==> config.mk <==
export PLATFORM = sky130hd
export DESIGN_NAME = line_readout_sequencer
export DESIGN_NICKNAME = d
export VERILOG_FILES = /design/src/rtl/readout_pkg.sv /design/src/rtl/pulse_completion_tracker.sv /design/src/rtl/line_readout_sequencer.sv
export SDC_FILE = /design/constraint.sdc
export NUM_CORES = 1
export LEC_CHECK = 0
export BUFFER_PORTS_ARGS = -buffer_cell sky130_fd_sc_hd__clkbuf_2
export CAP_MARGIN = 20
export CORE_ASPECT_RATIO = 1.25
export CORE_MARGIN = 4
export CORE_UTILIZATION = 30
export CTS_BUF_LIST = sky130_fd_sc_hd__clkbuf_16
export DETAILED_ROUTE_END_ITERATION = 12
export GPL_TIMING_DRIVEN = 0
export REMOVE_ABC_BUFFERS = 1
export SLEW_MARGIN = 20
export SYNTH_ARGS = -nofsm -noshare
export SYNTH_HDL_FRONTEND = slang
export SYNTH_SLANG_ARGS = --single-unit
==> constraint.sdc <==
create_clock -name i_clk -period 3.65 [get_ports i_clk]
set_clock_uncertainty 0.05 [all_clocks]
set_input_delay 0.365 -clock i_clk [delete_from_list [all_inputs] [get_ports i_clk]]
set_output_delay 0.365 -clock i_clk [all_outputs]
set_load 0.01 [all_outputs]
==> src/rtl/readout_pkg.sv <==
// Shared definitions for the line readout sequencer: FSM state encoding,
// default geometry constants and the pulse-counter width.
package readout_pkg;

  localparam int DEF_IMAGE_SIZE = 16;
  localparam int DEF_INPUT_BITS = 8;

  // Total number of bits serialized into the shift register per line.
  localparam int WIDTH = DEF_IMAGE_SIZE * DEF_INPUT_BITS;

  // Each pixel needs at most 3 pulses, so a 2-bit saturating counter is enough.
  localparam int PCNT_W = 2;

  typedef enum logic [2:0] {
    S_IDLE,
    S_FETCH,
    S_SHIFT,
    S_LOADP,
    S_MEASURE,
    S_DRAIN
  } state_t;

endpackage

==> src/rtl/pulse_completion_tracker.sv <==
// Per-pixel saturating pulse counters. all_done goes high once every pixel
// has shown PULSES_REQUIRED pulses since the last clear.
module pulse_completion_tracker #(
  parameter int IMAGE_SIZE      = readout_pkg::DEF_IMAGE_SIZE,
  parameter int PULSES_REQUIRED = 2
) (
  input  logic                  i_clk,
  input  logic                  i_rst_n,
  input  logic                  i_clear,
  input  logic [IMAGE_SIZE-1:0] i_pulse_in,
  output logic                  o_all_done
);
  import readout_pkg::*;

  localparam logic [PCNT_W-1:0] REQ = PCNT_W'(PULSES_REQUIRED);

  logic [PCNT_W-1:0] r_pulseCnt [IMAGE_SIZE];
  logic              w_allDone;

  // Count pulses per pixel, holding at the required count once reached.
  always_ff @(posedge i_clk) begin
    if (!i_rst_n || i_clear) begin
      for (int i = 0; i < IMAGE_SIZE; i++) begin
        r_pulseCnt[i] <= '0;
      end
    end else begin
      for (int i = 0; i < IMAGE_SIZE; i++) begin
        if (i_pulse_in[i] && (r_pulseCnt[i] != REQ)) begin
          r_pulseCnt[i] <= r_pulseCnt[i] + PCNT_W'(1);
        end
      end
    end
  end

  // AND-reduce the per-pixel "reached" conditions.
  always_comb begin
    w_allDone = 1'b1;
    for (int i = 0; i < IMAGE_SIZE; i++) begin
      w_allDone = w_allDone & (r_pulseCnt[i] == REQ);
    end
    o_all_done = w_allDone;
  end

endmodule

==> src/rtl/line_readout_sequencer.sv <==
// Line readout sequencer: serializes one line of pixel bytes into the shift
// register, strobes LOAD, waits for every pixel's counter to settle (or a
// timeout), snapshots all PERIOD values and streams them out one per pixel.
// Optional build macro LINE_HEADER_EN prepends a header word
// {TIMEOUT_FLAG, line_count} to every drained line.
module line_readout_sequencer #(
  parameter int IMAGE_SIZE      = readout_pkg::DEF_IMAGE_SIZE,
  parameter int INPUT_BITS      = readout_pkg::DEF_INPUT_BITS,
  parameter int COUNTER_BITS    = 15,
  parameter int PULSES_REQUIRED = 2,
  parameter int TIMEOUT_CYCLES  = 65535
) (
  input  logic                               i_clk,
  input  logic                               i_rst_n,
  input  logic                               i_start,
  input  logic [INPUT_BITS-1:0]              i_pix_data,
  input  logic                               i_pix_valid,
  output logic                               o_pix_ready,
  output logic                               o_shift_en,
  output logic                               o_shift_out,
  output logic                               o_load,
  input  logic [IMAGE_SIZE-1:0]              i_pulse_in,
  input  logic [IMAGE_SIZE*COUNTER_BITS-1:0] i_period_in,
  output logic [COUNTER_BITS-1:0]            o_out_data,
  output logic                               o_out_valid,
  input  logic                               i_out_ready,
  output logic                               o_out_last,
  output logic                               o_busy,
  output logic                               o_timeout_flag
);
  import readout_pkg::*;

  localparam int IDXW = $clog2(IMAGE_SIZE + 1);
  localparam int BITW = $clog2(INPUT_BITS + 1);
  localparam int TOW  = $clog2(TIMEOUT_CYCLES + 1);

  localparam logic [IDXW-1:0] LAST_IDX = IDXW'(IMAGE_SIZE - 1);
  localparam logic [BITW-1:0] LAST_BIT = BITW'(INPUT_BITS - 1);
  localparam logic [TOW-1:0]  TO_LAST  = TOW'(TIMEOUT_CYCLES - 1);

  state_t r_state;
  state_t w_nextState;

  logic [IDXW-1:0]                    r_pixIdx;
  logic [BITW-1:0]                    r_bitCnt;
  logic [INPUT_BITS-1:0]              r_pixByte;
  logic [TOW-1:0]                     r_toCnt;
  logic [IMAGE_SIZE*COUNTER_BITS-1:0] r_snapshot;
  logic [IDXW-1:0]                    r_wordIdx;
  logic                               r_timeoutFlag;

  logic                    w_allDone;
  logic                    w_trackClear;
  logic [IMAGE_SIZE-1:0]   w_pulseGated;
  logic                    w_lastBit;
  logic                    w_capture;
  logic                    w_timeoutHit;
  logic                    w_outFire;
  logic                    w_headerPhase;
  logic                    w_lastWord;
  logic [COUNTER_BITS-1:0] w_pixelWord;

`ifdef LINE_HEADER_EN
  logic [COUNTER_BITS-2:0] r_lineCount;
  logic                    r_headerPending;
  assign w_headerPhase = r_headerPending;
`else
  assign w_headerPhase = 1'b0;
`endif

  // Pulses only count while measuring; LOADP restarts every pixel's count.
  assign w_pulseGated = (r_state == S_MEASURE) ? i_pulse_in : '0;
  assign w_trackClear = (r_state == S_LOADP);

  pulse_completion_tracker #(
    .IMAGE_SIZE      (IMAGE_SIZE),
    .PULSES_REQUIRED (PULSES_REQUIRED)
  ) u_tracker (
    .i_clk      (i_clk),
    .i_rst_n    (i_rst_n),
    .i_clear    (w_trackClear),
    .i_pulse_in (w_pulseGated),
    .o_all_done (w_allDone)
  );

  // State register; reset abandons any partially processed line.
  always_ff @(posedge i_clk) begin
    if (!i_rst_n) begin
      r_state <= S_IDLE;
    end else begin
      r_state <= w_nextState;
    end
  end

  // Next-state and handshake/strobe outputs.
  always_comb begin
    w_nextState  = r_state;
    o_pix_ready  = 1'b0;
    o_shift_en   = 1'b0;
    o_load       = 1'b0;
    o_out_valid  = 1'b0;
    w_lastBit    = (r_bitCnt == LAST_BIT);
    w_capture    = 1'b0;
    w_timeoutHit = 1'b0;
    w_outFire    = 1'b0;
    w_lastWord   = (r_wordIdx == LAST_IDX) && !w_headerPhase;
    case (r_state)
      S_IDLE: begin
        if (i_start) begin
          w_nextState = S_FETCH;
        end
      end
      S_FETCH: begin
        o_pix_ready = 1'b1;
        if (i_pix_valid) begin
          w_nextState = S_SHIFT;
        end
      end
      S_SHIFT: begin
        o_shift_en = 1'b1;
        if (w_lastBit) begin
          w_nextState = (r_pixIdx == LAST_IDX) ? S_LOADP : S_FETCH;
        end
      end
      S_LOADP: begin
        o_load      = 1'b1;
        w_nextState = S_MEASURE;
      end
      S_MEASURE: begin
        if (w_allDone) begin
          w_capture   = 1'b1;
          w_nextState = S_DRAIN;
        end else if (r_toCnt == TO_LAST) begin
          w_capture    = 1'b1;
          w_timeoutHit = 1'b1;
          w_nextState  = S_DRAIN;
        end
      end
      S_DRAIN: begin
        o_out_valid = 1'b1;
        w_outFire   = i_out_ready;
        if (i_out_ready && w_lastWord) begin
          w_nextState = S_IDLE;
        end
      end
      default: begin
        w_nextState = S_IDLE;
      end
    endcase
  end

  // Datapath: pixel serializer, timeout counter, snapshot and drain index.
  always_ff @(posedge i_clk) begin
    if (!i_rst_n) begin
      r_pixIdx      <= '0;
      r_bitCnt      <= '0;
      r_pixByte     <= '0;
      r_toCnt       <= '0;
      r_snapshot    <= '0;
      r_wordIdx     <= '0;
      r_timeoutFlag <= 1'b0;
    end else begin
      case (r_state)
        S_IDLE: begin
          if (i_start) begin
            r_timeoutFlag <= 1'b0;
            r_pixIdx      <= '0;
          end
        end
        S_FETCH: begin
          if (i_pix_valid) begin
            r_pixByte <= i_pix_data;
            r_bitCnt  <= '0;
          end
        end
        S_SHIFT: begin
          r_pixByte <= r_pixByte << 1;
          r_bitCnt  <= r_bitCnt + BITW'(1);
          if (w_lastBit) begin
            r_pixIdx <= r_pixIdx + IDXW'(1);
          end
        end
        S_LOADP: begin
          r_toCnt   <= '0;
          r_wordIdx <= '0;
        end
        S_MEASURE: begin
          r_toCnt <= r_toCnt + TOW'(1);
          if (w_capture) begin
            r_snapshot <= i_period_in;
          end
          if (w_timeoutHit) begin
            r_timeoutFlag <= 1'b1;
          end
        end
        S_DRAIN: begin
          if (w_outFire && !w_headerPhase) begin
            r_wordIdx <= r_wordIdx + IDXW'(1);
          end
        end
        default: begin
          r_toCnt <= '0;
        end
      endcase
    end
  end

`ifdef LINE_HEADER_EN
  // Header bookkeeping: one header per drained line, counter bumps per line.
  always_ff @(posedge i_clk) begin
    if (!i_rst_n) begin
      r_lineCount     <= '0;
      r_headerPending <= 1'b0;
    end else begin
      if (r_state == S_LOADP) begin
        r_headerPending <= 1'b1;
      end else if ((r_state == S_DRAIN) && w_outFire && r_headerPending) begin
        r_headerPending <= 1'b0;
      end
      if ((r_state == S_DRAIN) && w_outFire && w_lastWord) begin
        r_lineCount <= r_lineCount + (COUNTER_BITS-1)'(1);
      end
    end
  end
`endif

  // Output word selection; every data-bearing output is zero outside its state.
  always_comb begin
    w_pixelWord    = r_snapshot[int'(r_wordIdx)*COUNTER_BITS +: COUNTER_BITS];
    o_shift_out    = (r_state == S_SHIFT) && r_pixByte[INPUT_BITS-1];
    o_busy         = (r_state != S_IDLE);
    o_timeout_flag = r_timeoutFlag;
    o_out_last     = (r_state == S_DRAIN) && w_lastWord;
    o_out_data     = '0;
    if (r_state == S_DRAIN) begin
`ifdef LINE_HEADER_EN
      o_out_data = r_headerPending ? {r_timeoutFlag, r_lineCount} : w_pixelWord;
`else
      o_out_data = w_pixelWord;
`endif
    end
  end

endmodule

Yosys cells after proc, flatten, opt, wreduce, memory -nomap -nowiden
Memories as Yosys holds them, arrays and structs flattened.
Index checks and enable logic that the tools add are counted.

storage, ports and cells
  register bits after elaboration = 282
  RAM bits = 32
  input bits = 269
  output and inout bits = 23
  memories = 1

operators by class
  $add $sub $neg = 20
  $mul = 1
  equal/unequal tests = 48
  shifts and indexed selects = 1
  multiplexer cells = 99
  bitwise logic cells = 31
  reduce and logical (&&, ||, !) cells = 34

memories
  name                  depth  bits a word  read ports  clocked after memory_dff  write ports  line                            RTL
  u_tracker.r_pulseCnt  16     2            16          0                         16           pulse_completion_tracker.sv:17  logic [PCNT_W-1:0] r_pulseCnt [IMAGE_SIZE];

operator list
  kind                   number
  $shiftx 240x10->15     1
  $mux 1                 62
  $ne 2x2->1 const B     22
  $mux 2                 17
  $add 2x1->2 const B    16
  $eq 2x2->1 const B     16
  $pmux 16 s2            1
  $pmux 5 s2             2
  $logic_and 1x1->1      19
  $mux 3                 6
  $pmux 3 s6             1
  $add 16x1->16 const B  1
  $eq 16x16->1 const B   1
  $mux 16                1
  $or 1x1->1             16
  $pmux 8 s2             1
  $and 1x1->1            15
  $mux 15                1
  $mux 5                 3
  $add 5x1->5 const B    2
  $eq 5x4->1 const B     2
  $mul 5x4->9 const B    1
  $mux 8                 1
  $pmux 4 s2             1
  17 further kinds       25

Depth between registers and ports, before layout
An unclocked memory read counts as a cell.

  depth in word-level cells = 21
  depth in mapped cells = 9

Hierarchy
From an unflattened synthesis, not the netlist that was laid out.

second synthesis, totals
  cells, all modules = 1631
  area, all modules = 14594.0 um2

by module, submodules not included
  module                    times used  cells an instance  area each (um2)  sequential area each (um2)
  line_readout_sequencer    1           1492               12891.1          5645.4
  pulse_completion_tracker  1           139                1702.9           960.9

Worst setup path after synthesis
No wires, ideal clock.

  path type = register -> output
  start = register r_wordIdx[0]
  end = output port o_out_data[10]
  data arrival time = 1.584 ns
  required time = 3.235 ns
  setup slack = 1.651 ns
  cell stages (with the launch flop) = 6
  buffers on the path = 2
  cell sequence = dfxtp_1 > buf_2 > buf_2 > mux4_2 > mux2i_1 > o22ai_1

between the ends
  cells in the longest elaborated chain, start to end = 3

ends and longest elaborated chain
  item                    line                           RTL
  start, declared         line_readout_sequencer.sv:49   logic [IDXW-1:0] r_wordIdx;
  start signal, assigned  line_readout_sequencer.sv:198  r_wordIdx <= r_wordIdx + IDXW'(1);
  $mul 5x4->9             line_readout_sequencer.sv:229  w_pixelWord = r_snapshot[int'(r_wordIdx)*COUNTER_BITS +: COUNTER_BITS];
  $shiftx 240x10->15      line_readout_sequencer.sv:229
  $mux 15                 line_readout_sequencer.sv:235  if (r_state == S_DRAIN) begin
  end, declared           line_readout_sequencer.sv:24   output logic [COUNTER_BITS-1:0] o_out_data,

No other way between the ends.

Final worst setup path
  start = register r_state[0]
  end = output port o_out_data[7]

between the ends
  cells in the longest elaborated chain, start to end = 2

ends and longest elaborated chain
  item                    line                           RTL
  start, declared         line_readout_sequencer.sv:41   state_t r_state;
  start signal, assigned  line_readout_sequencer.sv:91   r_state <= w_nextState;
  $eq 3x3->1              line_readout_sequencer.sv:235
  $mux 15                 line_readout_sequencer.sv:235

No other way between the ends.

==> results.md <==
- HPWL after detailed placement: ~28000 um
- Final Setup Violations: 0
- Layout Nets: approximately 2300
- Highest attainable clock frequency: about 0.29 GHz
- Placer's final routability congestion estimate: 0.754
- Ys flop type: dfxtp_1
- Clk_lat worst skew: between 0.5 and 0.6 ns
- Clk network pwr share: between 40% and 50%
- Switching power as a share of total power: approximately 25%
- Net switching power: 2.02 mW
- Initial core utilization: a little under a third
- Buffer levels on the longest clock path: 3
- Sequential Power Share: 45.8%
- Post-Syn Area per Cell: roughly 9.7 um2
- CP cell instances: nand3b_1 -> inv_1 -> nand3_2 -> buf_16 -> o22ai_1 -> clkbuf_2
- Top-level I/O count: between 200 and 300
- Max Fanout on Critical Path: 23
- Reg2reg start: u_tracker.r_pulseCnt[0][4]
- Register-to-Register Setup Slack: roughly 0.33 ns
- Internal portion of total power: 6.02 mW
- Mapped Cells: around 1600
- RSZ-0062 raised after global routing: no
- TritonCTS clock tree: done
- DRC violation count after routing: 0
- CP endpoint kind: primary output
- Slew margin rel.: between 20 and 30%
- Startpoint of the most critical hold path: i_period_in[201]
- Final worst setup slack: slightly above 0.2 ns
- Largest stage delay on the critical path: between 0.8 and 0.9 ns
- Largest voltage drop on the vdd net: 0.395 mV
- Final Hold Viols: 0
- Commonest non-fill, non-tap cells in the layout: nand2_1 (512), clkbuf_2 (290), mux2i_1 (280)
- Arrival time reported for the critical path endpoint: 3.03 ns
- Total standard cell area after synthesis: about 15000 um2
- Final Cell Area: 20300 um2
- Worst Setup Start Kind: flop
- Core ar.: 50800 um2
- Comb power frac: a little under an eighth
- Cell Pwr Density: ~400 nW/um2
- Initial DRC count: about 520
- Total Wirelength: ~43000 um
- Number of synthesized register bits: around 310
- Slowest stage cell on the critical path: dfxtp_1
- Area of the die: approximately 55000 um2
- Filler Cells Inserted: 4902
- Total global routing track utilization: 15.0%
- Register area share after synthesis: between 40% and 50%
- Commonest non-fill, non-tap cell in the layout: nand2_1
- Number of nets with antenna violations after detailed routing: 0
- Share of final-layout standard cells stronger than drive strength 1: between 20% and 30%
- Final routed wire length divided by cell count: 15.9 um
- Vias in the first global route: around 13000
- Hold path endpoint: r_snapshot[201]
- Worst-margin pin slew: approximately 1.1 ns
- First-pass GRT wire length: 68100 um
- Min-Delay Path Class: input port to flop
- Worst-case setup slack after placement: -0.631 ns
- Placed inst area: around 17000 um2
- Depth of the worst hold-timing path: 3
- Total number of H-tree levels: 2
- Root buf cell: clkbuf_16
- Fraction of the cycle the final worst path needs: ~94%
- Number of sinks driven by the clock tree: between 300 and 400
- Total CTS buffers: 36
- Outcome: complete, no violations
- Clock-pin slew on the worst setup and hold paths: about 0.060 ns
- Synth warn: 0
- Rows: 92
- Final Max Slew Viols: 0
- Post-layout minimum cycle time: between 3 and 4 ns
- Via count of the routed design: 12800
- Number of optimization iterations in the first detailed-route pass: 5
- Count of flip-flops with a built-in enable after synthesis: 32
- Number of distinct library cells after synthesis: slightly below 60
- Largest net degree at the start of global routing: between 100 and 150
- End of the worst register-to-register path: r_snapshot[107]
- Ratio of routed vias to standard cells: 4.76
- Number of maximum-capacitance violations: 0
- Leakage: about 7.6 nW
- Async set or reset register ratio after synthesis: 0%
- Required time of the critical path: 3.23 ns
- Width of the die: 211 um
- Post-CTS Repair Setup Buffers: 0
- Vertical die dimension: roughly 260 um
- Initial antenna violation count: 2
- Leftover overflow at the end of global routing: 0
- Area growth, synth to finish: 31.3%
- Path type of the worst setup path: flop to primary output
- Register-to-Register Path Depth: 9
- PortBufs: between 200 and 300
logic make-up (layout without fill, tap and decap cells):
| family | after synthesis | count (layout) | synth area share (%) |
|---|---|---|---|
| simple gates | 667 | 667 | 18.2 |
| mux | 341 | 341 | 26.9 |
| flops | 314 | 314 | 42.6 |
| buf+inv | 148 | 584 | 6.20 |
| compound gates | 97 | 97 | 3.98 |
| fa+ha+maj | 23 | 23 | 1.86 |
| xor+xnor | 5 | 5 | 0.283 |
| other cells | 0 | 2 | 0 |
synth_stat cells (all sizes together) (3+ instances only):
master | instances | share of area, %
a211oi | 11 | 0.53
a21oi | 22 | 0.71
a31oi | 7 | 0.28
and2 | 4 | 0.16
and3 | 5 | 0.20
buf | 49 | 3.8
clkbuf | 73 | 1.8
dfxtp | 282 | 36
edfxtp | 32 | 6.2
ha | 23 | 1.9
inv | 25 | 0.61
mux2i | 280 | 18
mux4 | 60 | 8.7
nand2 | 512 | 12
nand2b | 23 | 0.93
nand3 | 11 | 0.36
nand3b | 10 | 0.48
nand4 | 12 | 0.62
nor2 | 59 | 1.4
nor3 | 5 | 0.19
nor3b | 5 | 0.27
nor4 | 5 | 0.30
o211ai | 7 | 0.34
o21ai | 18 | 0.58
o22ai | 15 | 0.61
or3 | 5 | 0.20
xor2 | 3 | 0.17
final cells by class:
class	instances	area, um2	area share (%)
antenna	2	5.00	0.0246
clock buffer	37	926	4.55
clock inverter	25	160	0.787
inverter	26	98.8	0.486
multi-input combinational	1133	7970	39.2
sequential	314	6620	32.5
tap	658	823	4.05
timing repair buffer	496	3740	18.4
worst max path at each step:
stage / startpoint / to / slack [ns]
floorplan: r_state[2] / r_snapshot[0] / -6.55
global placement: r_state[2] / r_snapshot[196] / -10.21
detailed placement: i_rst_n / u_tracker.r_pulseCnt[0][6] / -0.63
CTS: u_tracker.r_pulseCnt[0][2] / r_snapshot[128] / 0.04
global route: r_state[0] / o_out_data[12] / 0.002
finish: r_state[0] / o_out_data[7] / 0.21
power groups by stage:
stage | logic, mW | clock network, mW | registers, mW
after floorplan | 0.393 | 0 | 3.73
after global placement | 0.781 | 0 | 3.76
after detailed placement | 0.778 | 0 | 3.76
after CTS | 0.943 | 3.56 | 3.68
after global routing | 1.06 | 3.69 | 3.70
final | 0.945 | 3.42 | 3.69
metal layers:
layer  vias to the layer above  part of all wire [%]  global-route usage, %
met2                       329                    49                   26.0
met4                         0                   4.0                   6.27
met3                       105                   5.2                   3.33
met1                      6068                    42                   18.1
li1                       6314                     -                      -
met5                         -                     0                      0
metrics by stage:
stage / power [mW] / setup TNS (ns) / utilization (%) / hold WS, ns / std cells
after floorplan: 4.13 / -1578.45 / - / 0.382 / 1473
after global placement: 4.54 / -3310.54 / 33.3 / 0.389 / 2422
after detailed placement: 4.54 / -21.12 / 34.2 / 0.395 / 2440
after CTS: 8.19 / 0 / 40.0 / 0.0000539 / 2689
after global routing: 8.45 / 0 / 40.1 / 0.00908 / 2691
final: 8.05 / 0 / 40.1 / 0.0355 / 2691
state kept, by name, summed over array words and instances (netlist names):
signal and cells:
r_bitCnt 4, r_toCnt 16, r_wordIdx 5, r_pixIdx 5, r_snapshot 240, u_tracker.r_pulseCnt 32
o_timeout_flag 1, r_state 3, r_pixByte 8
what timing repair did:
action | 4_1_cts | 5_1_grt
resized for setup | 1 | 3
endpoints found under the hold margin | 187 | 0
hold buffers | 187 | 0
setup endpoints to repair | 20 | 52
pin swaps | 0 | 0
critical path, delay by kind of cell, from the launching register on:
family                 cells  cell delay (ns)
AND/OR/NAND/NOR            2             0.69
flip-flops                 1             0.82
buffers and inverters      3             0.75
AO/OA/AOI/OAI              1             0.22
Note: power is estimated with default switching activity, not from simulation.
